==> src/rtl/req_pkg.sv <==
// Shared definitions for the request/write/read stream bus arbiter.
package req_pkg;

    // FSM state encoding
    localparam logic [1:0] ST_IDLE  = 2'd0;
    localparam logic [1:0] ST_REQ   = 2'd1;
    localparam logic [1:0] ST_WDATA = 2'd2;
    localparam logic [1:0] ST_RDATA = 2'd3;

    // Default width of req_len (beats = len + 1)
    localparam int LEN_W_DEF = 3;

    // Beat count of a transaction from its len field. Wide enough for any
    // practical LEN_W; callers narrow the result to their counter width.
    function automatic logic [16:0] beats_from_len(input logic [15:0] len);
        return {1'b0, len} + 17'd1;
    endfunction

endpackage

==> src/rtl/rr_pick.sv <==
// Combinational two-way grant picker; the result is registered by req_arb.
module rr_pick #(
    parameter bit RR = 1'b1
) (
    input  logic [1:0] req_i,
    input  logic       last_i,
    output logic [1:0] gnt_o
);

    // A lone requester always wins; a tie goes to the master that did not
    // win last time (round-robin) or to m0 (fixed priority).
    always_comb begin
        gnt_o = req_i;
        if (req_i == 2'b11)
            gnt_o = (RR && !last_i) ? 2'b10 : 2'b01;
    end

endmodule

==> src/rtl/req_arb.sv <==
// Two-master arbiter for the split request/write/read stream bus. Grants one
// whole transaction at a time and forwards its beats combinationally.
module req_arb
    import req_pkg::*;
#(
    parameter bit RR    = 1'b1,
    parameter int LEN_W = LEN_W_DEF
) (
    input  logic             clk_i,
    input  logic             rst_i,

    input  logic             m0_req_valid,
    output logic             m0_req_ready,
    input  logic             m0_req_we,
    input  logic [LEN_W-1:0] m0_req_len,
    input  logic [3:0]       m0_req_mask,
    input  logic [31:0]      m0_req_addr,
    input  logic             m0_write_valid,
    input  logic [31:0]      m0_write_data,
    output logic             m0_read_valid,
    output logic [31:0]      m0_read_data,
    input  logic             m0_read_ack,

    input  logic             m1_req_valid,
    output logic             m1_req_ready,
    input  logic             m1_req_we,
    input  logic [LEN_W-1:0] m1_req_len,
    input  logic [3:0]       m1_req_mask,
    input  logic [31:0]      m1_req_addr,
    input  logic             m1_write_valid,
    input  logic [31:0]      m1_write_data,
    output logic             m1_read_valid,
    output logic [31:0]      m1_read_data,
    input  logic             m1_read_ack,

    output logic             s_req_valid,
    input  logic             s_req_ready,
    output logic             s_req_we,
    output logic [LEN_W-1:0] s_req_len,
    output logic [3:0]       s_req_mask,
    output logic [31:0]      s_req_addr,
    output logic             s_write_valid,
    output logic [31:0]      s_write_data,
    input  logic             s_read_valid,
    input  logic [31:0]      s_read_data,
    output logic             s_read_ack,

    output logic [1:0]       gnt_o
);

    localparam int CNT_W = LEN_W + 1;

    logic [1:0]       state_q, state_d;
    logic [1:0]       gnt_q, gnt_d;
    logic             last_q, last_d;     // 1 = m1 won the previous grant
    logic [CNT_W-1:0] cnt_q, cnt_d;       // beats left in the current data phase
    logic [1:0]       pick;
    logic             sel;                // 1 = m1 owns the bus

    assign sel = gnt_q[1];

    rr_pick #(.RR(RR)) u_pick (
        .req_i  ({m1_req_valid, m0_req_valid}),
        .last_i (last_q),
        .gnt_o  (pick)
    );

    // Read data is broadcast; only the owner sees read_valid.
    assign m0_read_data = s_read_data;
    assign m1_read_data = s_read_data;
    assign gnt_o        = gnt_q;

    // Steer the owner's request/write fields downstream and gate handshakes by state
    always_comb begin
        s_req_we      = sel ? m1_req_we     : m0_req_we;
        s_req_len     = sel ? m1_req_len    : m0_req_len;
        s_req_mask    = sel ? m1_req_mask   : m0_req_mask;
        s_req_addr    = sel ? m1_req_addr   : m0_req_addr;
        s_write_data  = sel ? m1_write_data : m0_write_data;

        s_req_valid   = (state_q == ST_REQ)   && (sel ? m1_req_valid : m0_req_valid);
        m0_req_ready  = (state_q == ST_REQ)   && gnt_q[0] && s_req_ready;
        m1_req_ready  = (state_q == ST_REQ)   && gnt_q[1] && s_req_ready;

        s_write_valid = (state_q == ST_WDATA) && (sel ? m1_write_valid : m0_write_valid);

        s_read_ack    = (state_q == ST_RDATA) && (sel ? m1_read_ack : m0_read_ack);
        m0_read_valid = (state_q == ST_RDATA) && gnt_q[0] && s_read_valid;
        m1_read_valid = (state_q == ST_RDATA) && gnt_q[1] && s_read_valid;
    end

    // Transaction sequencing: grant, request handshake, then count beats out.
    // The data state itself records the direction, so no separate we flop.
    always_comb begin
        state_d = state_q;
        gnt_d   = gnt_q;
        last_d  = last_q;
        cnt_d   = cnt_q;
        case (state_q)
            ST_IDLE: begin
                if (|pick) begin
                    gnt_d   = pick;
                    last_d  = pick[1];
                    state_d = ST_REQ;
                end
            end
            ST_REQ: begin
                if (s_req_valid && s_req_ready) begin
                    cnt_d   = CNT_W'(beats_from_len(16'(s_req_len)));
                    state_d = s_req_we ? ST_WDATA : ST_RDATA;
                end
            end
            ST_WDATA: begin
                if (s_write_valid) begin
                    cnt_d = cnt_q - CNT_W'(1);
                    if (cnt_q == CNT_W'(1)) begin
                        state_d = ST_IDLE;
                        gnt_d   = 2'b00;
                    end
                end
            end
            ST_RDATA: begin
                if (s_read_valid && s_read_ack) begin
                    cnt_d = cnt_q - CNT_W'(1);
                    if (cnt_q == CNT_W'(1)) begin
                        state_d = ST_IDLE;
                        gnt_d   = 2'b00;
                    end
                end
            end
            default: begin
                state_d = ST_IDLE;
                gnt_d   = 2'b00;
            end
        endcase
    end

    // State registers; last starts at m1 so m0 wins the first tie
    always_ff @(posedge clk_i or posedge rst_i) begin
        if (rst_i) begin
            state_q <= ST_IDLE;
            gnt_q   <= 2'b00;
            last_q  <= 1'b1;
            cnt_q   <= '0;
        end else begin
            state_q <= state_d;
            gnt_q   <= gnt_d;
            last_q  <= last_d;
            cnt_q   <= cnt_d;
        end
    end

endmodule

==> config.mk <==
export PLATFORM = sky130hd
export DESIGN_NAME = req_arb
export DESIGN_NICKNAME = d
export VERILOG_FILES = /design/src/rtl/req_pkg.sv /design/src/rtl/rr_pick.sv /design/src/rtl/req_arb.sv
export SDC_FILE = /design/constraint.sdc
export NUM_CORES = 1
export LEC_CHECK = 0
export ABC_AREA = 1
export BUFFER_PORTS_ARGS = -buffer_cell sky130_fd_sc_hd__buf_4
export CORE_AREA = 2 2 127 129
export CTS_BUF_LIST = sky130_fd_sc_hd__clkbuf_8
export CTS_CLUSTER_DIAMETER = 150
export DETAILED_ROUTE_END_ITERATION = 7
export DIE_AREA = 0 0 129 131
export SLEW_MARGIN = 20
export SYNTH_ARGS = -nofsm -noshare
export SYNTH_HDL_FRONTEND = slang
export SYNTH_SLANG_ARGS = --single-unit
==> constraint.sdc <==
create_clock -name clk_i -period 1.6 [get_ports clk_i]
set_input_delay 0.16 -clock clk_i [delete_from_list [all_inputs] [get_ports clk_i]]
set_output_delay 0.16 -clock clk_i [all_outputs]
set_load 0.01 [all_outputs]
Word level (Yosys, flattened, before mapping)
Index checks and enable logic that the tools add are counted.
{"block": "classes", "n_addsub": 2, "n_eq_ne": 9, "n_mux": 26, "n_reduce_logical": 21}
{"op": "$mux W32", "count": 2}
{"op": "$mux W2", "count": 11}
{"op": "$mux W4", "count": 4}
{"op": "$logic_and A1 B1 Y1", "count": 13}
{"op": "$pmux W4 S3", "count": 1}
{"op": "$reduce_and A4 Y1", "count": 3}
{"op": "$pmux W2 S4", "count": 1}
{"op": "$eq A2 B2 Y1 const B", "count": 3}
{"op": "$pmux W2 S3", "count": 1}
{"op": "$reduce_bool A3 Y1", "count": 2}
{"op": "$mux W1", "count": 5}
{"op": "$add A3 B1 Y4 const B", "count": 1}
{"op": "$eq A4 B1 Y1 const B", "count": 1}
{"op": "$ne A2 B1 Y1 const B", "count": 2}
{"op": "$ne A2 B2 Y1 const B", "count": 2}
{"op": "$sub A4 B1 Y4 const B", "count": 1}
{"op": "$mux W3", "count": 1}
{"op": "$eq A2 B1 Y1 const B", "count": 1}
{"op": "$logic_not A2 Y1", "count": 1}
{"op": "$reduce_and A2 Y1", "count": 1}
{"op": "$reduce_or A2 Y1", "count": 1}
{"block": "word_totals", "ff_bits": 9, "inputBits": 186, "out_inout_bits": 145, "word_cells": 62}

Logic depth before layout (Yosys ltp)
Gate-level depths: netlist of run 1.
{"block": "depth", "word_depth": 5, "mapped_depth": 10}

Modules after synthesis
From an unflattened synthesis of run 1, not the netlist that was laid out.
{"block": "unflattened", "hier_cells": 427, "hier_area_um2": 2228.4}
{"mod": "req_arb", "instances": 1, "cells_per_inst": 422, "area_each_um2": 2207.1, "seq_area_each_um2": 226.5}
{"mod": "rr_pick", "instances": 1, "cells_per_inst": 5, "area_each_um2": 21.3, "seq_area_each_um2": 0.0}

Worst setup path after synthesis of run 1
Ideal clock, no wire load.
{"block": "synth_timing", "path_type": "register to register", "from": "register gnt_q[1] (netlist: gnt_o[1])", "to": "register cnt_q[2]", "arrival_ns": 1.426, "path_slack_ns": 0.057, "path_stages_with_launch": 11, "path_buffers": 1, "period_less_slack_ns": 1.543, "path_cell_list": "dfrtp_1 inv_2 buf_6 nand2_1 nand2_1 ha_1 xor2_1 nand2_1 nand2_1 nand2_1 nand2_1"}
{"block": "synth_via", "word_cells_on_any_way": 16, "classes_between": "add/sub: 1; eq/ne: 3; mux: 6; reduce/logical: 6"}
{"item": "start, declared", "line_no": "req_arb.sv:54", "rtl": "logic [1:0] gnt_q, gnt_d;"}
{"item": "start signal, assigned", "line_no": "req_arb.sv:147", "rtl": "gnt_q <= gnt_d;"}
{"item": "$mux W3", "line_no": "req_arb.sv:76", "rtl": "s_req_len = sel ? m1_req_len : m0_req_len;"}
{"item": "net s_req_len[0]", "line_no": "req_arb.sv:39", "rtl": "output logic [LEN_W-1:0] s_req_len,"}
{"item": "$add A3 B1 Y4", "line_no": "req_pkg.sv:16", "rtl": "return {1'b0, len} + 17'd1;"}
{"item": "$mux W4", "line_no": "req_arb.sv:108", "rtl": "if (s_req_valid && s_req_ready) begin"}
{"item": "$pmux W4 S3", "line_no": "req_arb.sv:99", "rtl": "case (state_q)"}
{"item": "end signal, assigned", "line_no": "req_arb.sv:149", "rtl": "cnt_q <= cnt_d;"}
{"item": "end, declared", "line_no": "req_arb.sv:56", "rtl": "logic [CNT_W-1:0] cnt_q, cnt_d;"}
The timed path passes the listed nets, and every way through them passes these cells. The select of a mux whose other input is x is not followed.
A chain may end at the register's enable or synchronous reset.

Worst setup path in the final report of run 1
{"block": "layout_timing", "from": "register gnt_q[1] (netlist: gnt_o[1])", "to": "output port s_req_addr[2]"}
{"block": "layout_via", "elab_chain_cells": 1}
{"item": "$mux W32", "line_no": "req_arb.sv:78", "rtl": "s_req_addr = sel ? m1_req_addr : m0_req_addr;"}
{"item": "end, declared", "line_no": "req_arb.sv:41", "rtl": "output logic [31:0] s_req_addr,"}
No other way between the ends.

==> results.md, run 1 <==
* CTS HTree Levels at 1
* Reg clk slew, reported paths at 40 ps
* Cell Area, Synth at 2210 sq um
* Gpl congestion at 0.785
* Routed via count at 3101
* Worst-path cell with the longest stage delay: dfrtp_4
* FILL cells at 1733
* I/O Buffers at 234
* CTS tree: yes
* Setup Viol. Count Final at 0
* Starting DRC count in detailed routing at 139
* Setup TNS at 0 ps
* Largest net degree at the start of global routing at 78
* CTS sink cnt at 9
* Synthesis-to-finish area growth at 99.5%
* CORE AREA at 15600 sq um
* DP Area at 3770 sq um
* Period utilization at 98.3%
* Fin. Hold Viols at 0
* Critical path arrival at 1410 ps
* Req. time, crit path at 1440 ps
* Die ar. at 16900 sq um
* Drt pass-1 iters at 4
* Post-DP HPWL at 8.54 mm
* Post-route cell area at 4400 sq um
* Total gr overflow at 0
* Max VDD drop at 403 uV
* RSZ-0062 raised after global routing: yes
* CP Launch Point: gnt_o[1]
* Compound-Gate Fraction of Synth Area at 4.93%
* FP Rows at 46
* First-pass GRT wire length at 13.9 mm
* Syn Nets at 610
* Mapped Cells at 416
* Post-route DRC at 0
* Final slew viol count at 0
* N_diodes at 0
* Max frequency at 636 MHz
* Multiplexer share of the synthesized area at 0%
* Synth Area in XOR/XNOR at 0.397%
* Synth cell types at 25
* Avg Cell Area, Syn at 5.30 sq um
* Post-synthesis sequential area ratio at 10.3%
* Routed vias/inst at 3.75
* Die width at 129 um
* RR Startpoint: gnt_o[1]
* Nets at 805
* Hold path startpoint: m1_req_valid
* Critical path peak fanout at 10
* Hold crit path type: in -> reg
* FF+latch area at 230 sq um
* Initial antenna violation count at 0
* Initial core utilization at 14.1%
* Vias in the first global route at 2645
* Die height at 131 um
* Post-Route Skew at 1.16 ps
* CP Cell Sequence: clkinv_8 > buf_12 > buf_12 > nand2_1 > nand2_1 > buf_4
* Max-slew headroom at 74.9%
* Layout cell share with drive strength beyond 1 at 55.1%
* Worst skew pair latency at 230 ps
* Largest family of logic cells by synthesized area: simple AND/OR/NAND/NOR gates
* Worst slew pin tran at 376 ps
* Area of the multi-input gates at 1440 sq um
* GRT Util Overall at 10.4%
* Final worst setup slack at 27.2 ps
* Root Buffer Master: clkbuf_8
* Fin crit period at 1570 ps
* Syn. warnings at 0
* Synth Area in Simple Gates at 50.1%
* Setup crit end kind: output port
* WS Path Type: reg -> out
* Detail Route Antenna Nets at 0
* Status: completed
* Pwr/cell area at 1420 nW/um^2
* Total CTS buffers at 3
* Crit path largest cell delay at 540 ps
* Worst setup SP type: flip-flop
* IO Pins at 331
* DR WL/cell at 15.4 um
* Max Cap Violations at 0
* Maximum buffer depth of the clock tree at 2
* Adder-cell share of the synthesized area at 4.54%
* Synthesized flop and latch total at 9
* Placement Setup Slack at 119 ps
* Post-Route WL at 12.7 mm
* Lkg Pwr at 2.51 nW
[layout make-up]
cell class                      count  area share, %
Clock buffer                        3          0.938
Clock inverter                      1         0.0853
Inverter                           22           2.16
Multi-Input combinational cell    305           32.8
Sequential cell                     9           5.23
Tap cell                          216           6.14
Timing Repair Buffer              269           52.4
Timing Repair inverter              1          0.199
[what timing repair did]
item	4_1_cts	5_1_grt
setup endpoints to repair	39	29
hold buffers	1	0
cloned	0	13
endpoints found under the hold margin	8	0
gates resized for setup	3	72
buffers inserted	0	13
pin swaps	0	2
[cells in the mapped netlist]
cell type | count | share of area, %
a21oi_1 | 4 | 0.91
a21oi_2 | 2 | 0.79
a21oi_4 | 1 | 0.74
buf_2 | 12 | 2.7
buf_4 | 65 | 22
buf_6 | 2 | 1.0
clkbuf_1 | 1 | 0.17
dfrtp_1 | 8 | 9.1
dfstp_2 | 1 | 1.2
ha_1 | 8 | 4.5
inv_1 | 19 | 3.2
inv_2 | 3 | 0.51
nand2_1 | 247 | 42
nand2_2 | 7 | 2.0
nand2_4 | 1 | 0.51
nand3_1 | 5 | 1.1
nand4_1 | 4 | 1.1
nor2_1 | 6 | 1.0
nor2_2 | 2 | 0.57
nor2_4 | 1 | 0.51
nor3_1 | 4 | 0.91
o21ai_0 | 7 | 1.6
o21ai_1 | 4 | 0.91
or2_2 | 1 | 0.28
xor2_1 | 1 | 0.40
[registers in the layout, summed over array words and instances (netlist names)]
signal   flops
last_q       1
cnt_q        4
gnt_o        2
state_q      2
[layout by cell type, fill, tap and decap left out, types with 3 or more instances in the layout]
| cell | n |
|---|---|
| nand2_1 | 210 |
| nor2_1 | 6 |
| buf_12 | 7 |
| buf_4 | 232 |
| nand2_2 | 43 |
| clkbuf_8 | 3 |
| inv_2 | 3 |
| a21oi_1 | 3 |
| o21ai_0 | 7 |
| clkbuf_16 | 5 |
| nand3_1 | 4 |
| nand4_1 | 4 |
| a21oi_2 | 3 |
| ha_1 | 6 |
| buf_6 | 22 |
| dfrtp_1 | 7 |
| o21ai_1 | 4 |
| inv_1 | 19 |
[metrics by stage]
stage / hold slack [ps] / instances / util [%] / total power [mW]
detailed placement: 167 / 796 / 24.2 / 4.67
global route: 251 / 826 / 28.2 / 6.76
CTS: 230 / 800 / 24.6 / 4.95
floorplan: -12.8 / 416 / - / 2.84
global placement: 164 / 796 / 24.2 / 4.66
finish: 240 / 826 / 28.2 / 6.23
[where the power goes]
part	leakage, nW	switching (mW)	internal [mW]	total [mW]
logic	2.38	2.85	2.64	5.49
registers	0.110	0.134	0.354	0.488
clock network	0.0269	0.0875	0.167	0.254
total	2.51	3.07	3.16	6.23
[worst paths after layout]
| path | slack, ps | cells past startpoint | end |
|---|---|---|---|
| max in group asynchronous | 830 | 3 | last_q |
| min in group asynchronous | 460 | 3 | gnt_o[0] |
| max | 30 | 6 | s_req_addr[2] |
| max reg2reg | 70 | 9 | cnt_q[2] |
| min reg2reg | 480 | 2 | cnt_q[3] |
| min | 240 | 3 | gnt_o[1] |
[metal layers]
| layer | GRT usage, % | share of wire, % | vias to the layer above |
|---|---|---|---|
| met2 | 18.1 | 50 | 143 |
| li1 | - | - | 1580 |
| met1 | 12.1 | 40 | 1356 |
| met5 | 0 | 0 | - |
| met3 | 2.85 | 7.4 | 22 |
| met4 | 4.16 | 2.1 | 0 |
[worst max-delay path, delay by kind of cell, from the launching register on]
kind | cells | cell delay, ps
and+or+nand+nor | 2 | 110
buffers and inverters | 4 | 520
DFF | 1 | 540
[cells by family (layout without fill, tap and decap cells)]
logic type / after synthesis / after routing
XOR/XNOR: 1 / 1
flip-flops: 9 / 9
AND/OR/NAND/NOR: 278 / 278
adder cells (fa/ha/maj): 8 / 8
buffers and inverters: 102 / 296
AO/OA/AOI/OAI: 18 / 18
Power figures use the tool's default switching activity.
==> run 2: changes to the inputs <==
--- a/config.mk
+++ b/config.mk
@@ -5,13 +5,12 @@
 export SDC_FILE = /design/constraint.sdc
 export NUM_CORES = 1
 export LEC_CHECK = 0
-export ABC_AREA = 1
 export BUFFER_PORTS_ARGS = -buffer_cell sky130_fd_sc_hd__buf_4
-export CORE_AREA = 2 2 127 129
+export CORE_AREA = 2 2 129 131
 export CTS_BUF_LIST = sky130_fd_sc_hd__clkbuf_8
 export CTS_CLUSTER_DIAMETER = 150
 export DETAILED_ROUTE_END_ITERATION = 7
-export DIE_AREA = 0 0 129 131
+export DIE_AREA = 0 0 131 133
 export SLEW_MARGIN = 20
 export SYNTH_ARGS = -nofsm -noshare
 export SYNTH_HDL_FRONTEND = slang
==> results.md, run 2 <==
* Status: complete, but fails checks
* Failing checks: setup timing
* Area contributors post-synth: mux2_2, buf_4, dfrtp_1, ha_1, buf_2
* Post-DP HPWL at 9.71 mm
* FILL cells at 1703
* Ys flop type: dfrtp_1
* Worst slew pin tran at 377 ps
* Lkg Pwr at 1.98 nW
* Drt pass-1 iters at 4
* Synthesis-to-finish area growth at 97.3%
* Gpl congestion at 0.839
* Layout cell share with drive strength beyond 1 at 86.8%
* First-pass GRT wire length at 15.0 mm
* CTS HTree Levels at 1
* Setup Viol. Count Final at 77
* Worst-path cell with the longest stage delay: dfrtp_4
* Commonest non-fill, non-tap cell in the layout: buf_4
* Root Buffer Master: clkbuf_8
* Most frequent cells in the layout: buf_4, mux2_2, buf_6
* Fin. Hold Viols at 0
* Worst skew pair latency at 240 ps
* Post-route DRC at 0
* Top-area cell type share of the netlist area at 41.3%
* Largest net degree at the start of global routing at 13
* I/O Buffers at 234
* Reg clk slew, reported paths at 50 ps
* Post-synth top cells: mux2_2, buf_4, inv_1
* Syn Nets at 418
* Syn. warnings at 0
* Fin crit period at 1690 ps
* Largest Register: cnt_q
* Placement Setup Slack at -98.7 ps
* Cell Area, Synth at 2070 sq um
* Worst setup SP type: flip-flop
* Post-route cell area at 4090 sq um
* Initial core utilization at 12.8%
* Die ar. at 17400 sq um
* Hold crit path type: in -> reg
* Period utilization at 106%
* FFs w/ async S/R, synth at 100%
* Cell with the most instances after synthesis: mux2_2
* Max frequency at 591 MHz
* Max-slew headroom at 74.8%
* Nets at 612
* Die height at 133 um
* Total gr overflow at 0
* Setup crit end kind: output port
* Total CTS buffers at 3
* Synth cell types at 30
* Synthesized flop and latch total at 9
* Crit path largest cell delay at 450 ps
* Max VDD drop at 491 uV
* Vias in the first global route at 2335
* Setup TNS at -3530 ps
* Pwr/cell area at 1270 nW/um^2
* Critical path peak fanout at 12
* IO Pins at 331
* CTS tree: yes
* Final slew viol count at 0
* Post-synthesis cell type with the largest combined area: mux2_2
* GRT Util Overall at 11.9%
* WS Path Type: reg -> out
* CP Cell Sequence: buf_6 > buf_12 > mux2_2 > buf_4
* Largest register FFs at 4
* CTS sink cnt at 9
* FP Rows at 47
* Initial antenna violation count at 0
* Starting DRC count in detailed routing at 58
* Routed via count at 2339
* Req. time, crit path at 1440 ps
* Avg Cell Area, Syn at 9.24 sq um
* RSZ-0062 raised after global routing: yes
* DR WL/cell at 18.1 um
* Routed vias/inst at 3.67
* Detail Route Antenna Nets at 0
* Maximum buffer depth of the clock tree at 2
* DP Area at 3740 sq um
* Number of flops mapped to enable cells by yosys at 0
* Post-Layout Cell Count at 637
* Die width at 131 um
* Post-synthesis sequential area ratio at 10.9%
* Post-Route WL at 11.5 mm
* Mapped Cells at 224
* Max Cap Violations at 0
* # placed instances at 621
* Final worst setup slack at -93.1 ps
* Critical path arrival at 1530 ps
* CORE AREA at 16200 sq um
* N_diodes at 0
* Post-Route Skew at 3.77 ps
* Final core occ at 25.3%
[run 2: path summary, 6_finish.rpt]
kind                              start                to  slack [ps]  cells after the start
max                            gnt_o[1]  s_write_data[12]         -90                      4
min                        m0_req_valid            last_q         120                      2
max reg2reg                    gnt_o[1]          gnt_o[1]         -80                      5
min reg2reg                      last_q            last_q         540                      2
max in group asynchronous         rst_i            last_q         840                      3
min in group asynchronous         rst_i          cnt_q[0]         450                      3
[run 2: through the flow]
| stage | hold slack [ps] | power [mW] |
|---|---|---|
| after floorplan | -12.8 | 2.65 |
| after global placement | 158 | 4.33 |
| after detailed placement | 161 | 4.30 |
| after CTS | 108 | 5.10 |
| after global routing | 122 | 5.57 |
| final | 117 | 5.21 |
[run 2: layout make-up]
cell class              count  area, sq um  area share, %
repair buffers            263         2140           52.3
multi-input cells         132         1360           33.4
well taps                 220          275           6.74
flip-flops and latches      9          230           5.63
clock buffers               3         41.3           1.01
inverters                   9         33.8          0.827
clock inverters             1         3.75         0.0919
[run 2: kinds of logic (layout without fill, tap and decap cells)]
family,count (synthesis),in the layout,share of synthesized area [%]
AOI/OAI and AO/OA,23,23,7.73
xor gates and xnor gates,1,1,0.423
adders and majority gates,8,8,4.83
buffers and inverters,83,276,27.3
DFF,9,9,10.9
muxes,81,81,43.9
and+or+nand+nor,19,19,4.83
[run 2: timing repair]
item | CTS | global route
endpoints found under the hold margin | 8 | 0
gates cloned | 4 | 0
hold buffers | 1 | 0
resized for setup | 23 | 15
pin swaps | 1 | 3
setup endpoints to repair | 78 | 83
buffers inserted | 4 | 3
[run 2: worst max-delay path: cells and delay by family, from the launching register on]
family   cells  cell delay (ps)
buf+inv      3              480
mux          1              360
flops        1              450
[run 2: per-layer routing]
layer / part of all wire (%) / up-vias / global-route usage [%] / wire length (um)
met2: 47 / 157 / 19.8 / 5430
met4: 1.2 / 0 / 2.25 / 144
met1: 36 / 1048 / 13.5 / 4160
li1: - / 1117 / - / -
met5: 0 / - / 0 / 0
met3: 16 / 17 / 6.63 / 1810
[run 2: report_power, final]
part / total (mW) / leakage, nW / internal [mW] / switching [mW]
Sequential: 0.478 / 0.105 / 0.364 / 0.114
Clock: 0.267 / 0.0269 / 0.168 / 0.0986
Combinational: 4.46 / 1.85 / 2.56 / 1.90
Total: 5.21 / 1.98 / 3.09 / 2.11
